<file path="config.mk">
export PLATFORM = sky130hd
export DESIGN_NAME = pc_fetch_unit
export DESIGN_NICKNAME = d
export VERILOG_FILES = /design/src/rtl/pc_fetch_unit.sv
export SDC_FILE = /design/constraint.sdc
export NUM_CORES = 1
export LEC_CHECK = 0
export CAP_MARGIN = 10
export CORE_AREA = 3 3 123 125
export DETAILED_ROUTE_END_ITERATION = 7
export DIE_AREA = 0 0 126 128
export PLACE_DENSITY = 0.72
export SLEW_MARGIN = 0
export SYNTH_ARGS = -nofsm -noshare
export SYNTH_HDL_FRONTEND = slang
export SYNTH_SLANG_ARGS = --single-unit
export TNS_END_PERCENT = 20
</file>
<file path="constraint.sdc">
create_clock -name clk -period 10.1 [get_ports clk]
set_input_delay 2.02 -clock clk [delete_from_list [all_inputs] [get_ports clk]]
set_output_delay 2.02 -clock clk [all_outputs]
set_load 0.1 [all_outputs]
</file>
<file path="src/rtl/pc_fetch_unit.sv">
// PC register and instruction fetch: BOOT -> REQ (req/ack to imem) -> HOLD (until decode consumes).
// Consume-to-next-request latency 1 cycle; a fetch is never aborted, fetch_timeout only flags a long wait.
module pc_fetch_unit #(
  parameter logic [31:0] RESET_PC = 32'h0000_0000,
  parameter int unsigned MAX_WAIT = 15
) (
  input  logic        clk,
  input  logic        rst_n,
  output logic        imem_req,
  output logic [31:0] imem_addr,
  input  logic        imem_ack,
  input  logic [31:0] imem_rdata,
  output logic [31:0] instr,
  output logic        instr_valid,
  input  logic        instr_ready,
  output logic [31:0] pc,
  input  logic        branch_taken,
  input  logic [31:0] imm_ext,
  input  logic        jump,
  input  logic [25:0] jump_target,
  output logic        fetch_timeout
);

  typedef enum logic [1:0] {
    BOOT = 2'd0,
    REQ  = 2'd1,
    HOLD = 2'd2
  } state_t;

  localparam logic [3:0] WAIT_MAX  = 4'(MAX_WAIT);
  localparam logic [3:0] WAIT_LAST = 4'(MAX_WAIT - 1);

  state_t      state_q, state_d;
  logic [31:0] pc_q, pc_d;
  logic [31:0] instr_q, instr_d;
  logic        instr_valid_q, instr_valid_d;
  logic [3:0]  wait_q, wait_d;
  logic        timeout_q, timeout_d;
  logic [31:0] p4;
  logic [31:0] next_pc;

  // Jump keeps the upper nibble of pc+4; branch offset is the immediate in words.
  always_comb begin
    p4 = pc_q + 32'd4;
    if (jump) begin
      next_pc = {p4[31:28], jump_target, 2'b00};
    end else if (branch_taken) begin
      next_pc = p4 + (imm_ext << 2);
    end else begin
      next_pc = p4;
    end
  end

  always_comb begin
    state_d       = state_q;
    pc_d          = pc_q;
    instr_d       = instr_q;
    instr_valid_d = instr_valid_q;
    wait_d        = wait_q;
    timeout_d     = 1'b0;
    case (state_q)
      BOOT: begin
        state_d = REQ;
      end
      REQ: begin
        if (imem_ack) begin
          instr_d       = imem_rdata;
          instr_valid_d = 1'b1;
          wait_d        = 4'd0;
          state_d       = HOLD;
        end else if (wait_q != WAIT_MAX) begin
          // Pulse lands on the cycle the count reaches its ceiling; an ack that cycle suppresses it.
          wait_d    = wait_q + 4'd1;
          timeout_d = (wait_q == WAIT_LAST);
        end
      end
      HOLD: begin
        if (instr_ready) begin
          pc_d          = {next_pc[31:2], 2'b00};
          instr_valid_d = 1'b0;
          state_d       = REQ;
        end
      end
      default: begin
        state_d = BOOT;
      end
    endcase
  end

  always_ff @(posedge clk or negedge rst_n) begin
    if (!rst_n) begin
      state_q       <= BOOT;
      pc_q          <= RESET_PC;
      instr_q       <= 32'd0;
      instr_valid_q <= 1'b0;
      wait_q        <= 4'd0;
      timeout_q     <= 1'b0;
    end else begin
      state_q       <= state_d;
      pc_q          <= pc_d;
      instr_q       <= instr_d;
      instr_valid_q <= instr_valid_d;
      wait_q        <= wait_d;
      timeout_q     <= timeout_d;
    end
  end

  assign imem_req      = (state_q == REQ);
  assign imem_addr     = pc_q;
  assign instr         = instr_q;
  assign instr_valid   = instr_valid_q;
  assign pc            = pc_q;
  assign fetch_timeout = timeout_q;

endmodule

</file>
[Word level (Yosys, flattened, before mapping)]
Index checks and enable logic that the tools add are counted.
Operators by class
  equal/unequal tests: 6
  $add $sub $neg: 3
  reductions and logical operators: 8
  muxes and demuxes: 13
Operator list (number)
  2-to-1 mux 32 bit: 2
  adder 32 x 3 -> 32 bit (second input constant): 1
  adder 32 bit: 1
  2-to-1 mux 4 bit: 2
  AND reduction 2 bit: 4
  case mux 2 bit (3 select lines): 1
  2-to-1 mux 1 bit: 5
  adder 4 x 1 -> 4 bit (second input constant): 1
  == test 4 bit (second input constant): 1
  2-to-1 mux 2 bit: 2
  != test 4 bit (second input constant): 1
  nonzero test 2 bit: 2
  AND reduction 3 bit: 1
  == test 2 x 1 -> 1 bit (second input constant): 1
  == test 2 bit (second input constant): 1
  zero test 2 bit: 1
  != test 2 x 1 -> 1 bit (second input constant): 1
  != test 2 bit (second input constant): 1
  case mux 1 bit (2 select lines): 1
Storage, ports and cells
  bits of input ports: 96
  register bits: 70

[Depth between registers and ports, before layout]
  word-level depth: 4
  depth in mapped cells: 19

[Least setup slack after synthesis]
OpenSTA, ideal clock, no wires.
  path type: input to register
  from: input port imm_ext[0]
  to: register pc_q[30], in the netlist imem_addr[30]
  library setup time: 0.133 ns
  arrival: 4.309 ns
  cell stages on the path: 12
  slack: 5.658 ns
  cells stage by stage: ha_1 > fa_1 > a21o_1 > a21oi_1 > o21ai_1 > a211oi_1 > o31ai_1 > a21oi_1 > o21ai_0 > and2_1 > nor4_1 > a311oi_1
On the way
  longest elaborated chain between the ends: 3
RTL lines
  start, declared: line 18  | input logic [31:0] imm_ext,
  adder 32 bit: line 48  | next_pc = p4 + (imm_ext << 2);
  2-to-1 mux 32 bit: line 47  | end else if (branch_taken) begin
  2-to-1 mux 32 bit: line 45  | if (jump) begin
  end signal, assigned: line 100  | pc_q <= pc_d;
  end, declared: line 34  | logic [31:0] pc_q, pc_d;
Every way passes these cells.
A chain may end at the register's enable or synchronous reset.

[Final worst setup path]
Same ends and word-level chain as after synthesis.

==> metrics <==
final hold violations 0; Clock Path Buffers 2; pin count of the biggest net entering global routing between 70 and 80; Final Max Slew Viols 0; kind of critical path primary input to register; reg2reg start imem_addr[4]; clock period minus worst slack ~5.2 ns; final worst-path cycle share between 50% and 60%; Die Y approximately 130 um; gr busiest metal met2; met3 GRT Util approximately 2.9%; initial core utilization between 30% and 40%; commonest non-fill, non-tap cell in the layout clkdlybuf4s50_1; Slew HR a little under a third; Post-synth EDFFs 0; CTS-repair resized insts 0; maxcap violations 0; Crit. End Element register; Die Span X 126 um; Rows 43; Reg clk slew, reported paths 0.07 ns; Critical-path top delay cell fa_1; Detailed Routing Iterations Pass 1 5; Core Util, Final 54.8%; unrepaired setup endpoints after global routing false; crit path buf inv count 1; die area 0.0161 mm^2; # IOs 195; Critical Path Source Type primary input; Hold Startpoint state_q[1]; R2R Path End imem_addr[30]; GRT Residual Overflow 0; hold path endpoint state_q[0]; number of global-route vias before repair 5186; mean number of vias per cell 5.43; final weighted congestion in routability-driven placement 0.912; Slew @ Worst Pin between 1 and 1.5 ns; GR Layer Usage met1 roughly 28%; clock sinks 70; drt wl/cell 17.9 um; CORE AREA 0.0140 mm^2; gate count after technology mapping about 650; Num CTS Buffers 9; Nets 934; sequential-to-total area share from yosys stat about a third; first-pass GRT wire length ~27 mm; CP required ~10 ns; total track usage between 20% and 30%; Synth Warn # 0; Antenna Nets Post-Route 0; crit-path cells clkdlybuf4s50_1 > ha_1 > fa_1 > a21o_1 > a21oi_1 > o21ai_1 > a211oi_1 > o31ai_1 > a21oi_1 > o21ai_0 > and2_1 > nor4_1 > a311oi_1; Avg Inst Size Synth 8.62 um^2; Iteration-0 DRC Markers 360; initial antenna violation count 0; Max Freq between 0.15 and 0.2 GHz; status completed; critical path arrival between 5 and 6 ns; Routed WL approximately 18 mm; R2R depth 17; r2r setup slk between 5 and 6 ns; CTS HTree Levels 3; share of cells above drive strength 1 between 8 and 9%; clk root buf clkbuf_16; family with the most delay on the worst path compound AO/OA/AOI/OAI gates; Layout area overhead 37.6%; Yosys top cell area share about a third; cell repeated most along the worst path a21oi_1; CTS Hold Buffers Added 0; Post-Syn Area around 0.0056 mm^2; most frequent cells in the layout 187 x clkdlybuf4s50_1, 78 x nand2_1, 70 x dfrtp_1; n_diodes 0; final setup TNS 0 ns; DP HPWL 13.2 mm; post-CTS setup buffer count 0; Most used DFF post-synth dfrtp_1; via count 5338; synth top area cells dfrtp_1 31%, ha_1 8.8%, mux2_2 6.5%; Residual DRC 0; Slowest Stage Delay on Critical Path approximately 0.43 ns; number of I/O port buffers between 150 and 200; worst-skew pair later-pin latency 0.34 ns; worst hold path cell count 1; met2 global-route usage between 30% and 40%; skew final approximately 0.0072 ns; Yosys reg bits 70; Worst Hold Class register to register; largest fanout on the critical path 3; Yosys cell types 67; setup violators final 0; ys async rst share 100%; Yosys top cell by area dfrtp_1; CTS tree done
==> Yosys cell counts, types with 2 or more instances <==
master / number
a311oi_1: 2
mux2_2: 32
nor2b_1: 3
or2_2: 2
and2_1: 4
inv_1: 14
nor4_1: 4
o22ai_1: 6
mux2i_1: 5
a211o_1: 3
and4_1: 2
a211oi_1: 12
o21a_1: 8
or3_1: 3
nand2_1: 78
a21o_1: 18
xor2_1: 17
nand3_1: 23
nor2_1: 45
clkbuf_1: 18
o31ai_1: 4
o21bai_1: 6
and3_1: 9
nor3_1: 12
a22oi_1: 4
xnor2_1: 30
o21ai_1: 5
ha_1: 39
nand2b_1: 7
o211ai_1: 2
o21ai_0: 38
buf_4: 34
dfrtp_1: 70
nand4_1: 5
a21oi_1: 48
a21o_2: 2
buf_2: 3
==> flip-flops by register name, summed over array words and instances, names as in the netlist <==
| signal | cells |
|---|---|
| instr_valid | 1 |
| fetch_timeout | 1 |
| instr | 32 |
| state_q | 2 |
| imem_addr | 30 |
| wait_q | 4 |
==> cell families (layout without fill, tap and decap cells) <==
family,Yosys count,after routing,synth area share [%]
fa+ha+maj,40,40,9.11
mux,37,37,7.36
compound gates,174,174,20.1
xor+xnor,47,47,7.38
simple gates,207,207,17.4
buf+inv,71,224,7.14
flops,70,70,31.4
other cells,1,4,0.0673
==> final cells by class <==
cell class,instances,area (um^2)
Fill cell,1257,6320
Timing Repair Buffer,193,1910
Clock inverter,7,62.6
Tap cell,180,225
Sequential cell,70,1750
Inverter,15,56.3
Multi-Input combinational cell,509,3440
Clock buffer,9,225
==> metal layers <==
metal | vias up | part of all wire, %
li1 | 2590 | -
met1 | 2502 | 44
met2 | 216 | 49
met3 | 30 | 5.1
met4 | 0 | 1.8
met5 | - | 0
==> worst max path at each step <==
stage / start / end / slack (ns) / cells past startpoint
6_report: imm_ext[0] / imem_addr[30] / 4.95 / 13
5_1_grt: imm_ext[0] / imem_addr[30] / 4.76 / 13
4_1_cts: imm_ext[0] / imem_addr[30] / 5.00 / 13
3_5_place_dp: imm_ext[0] / imem_addr[30] / 4.64 / 13
3_3_place_gp: imm_ext[0] / imem_addr[30] / 4.70 / 13
2_1_floorplan: imm_ext[0] / imem_addr[30] / 5.66 / 12
==> stage by stage <==
stage	worst slack (ns)	instances	hold slack [ns]	cell area, um^2
floorplan	5.66	650	0.429	5590
global placement	4.70	967	0.440	7380
detailed placement	4.64	967	0.470	7380
CTS	5.00	983	0.479	7670
global route	4.76	983	0.513	7670
finish	4.95	983	0.477	7670
==> worst reg2reg max path, stage by stage, from the launching register on <==
cell and delay (ns):
dfrtp_1 0.54, nand4_1 0.26, nor3_2 0.37, and2_1 0.25, and4_4 0.29, nand2_1 0.11, xnor2_1 0.27, ha_1 0.32
a21o_1 0.18, a21o_1 0.17, a21o_1 0.21, a21o_1 0.19, a21o_1 0.17, a21oi_1 0.14, o21ai_0 0.10, and2_1 0.20
nor4_1 0.25, a311oi_1 0.08
Power is left out: the tool's default activity adds up to more than one toggle a clock period on the data nets, which glitch-free logic cannot reach.
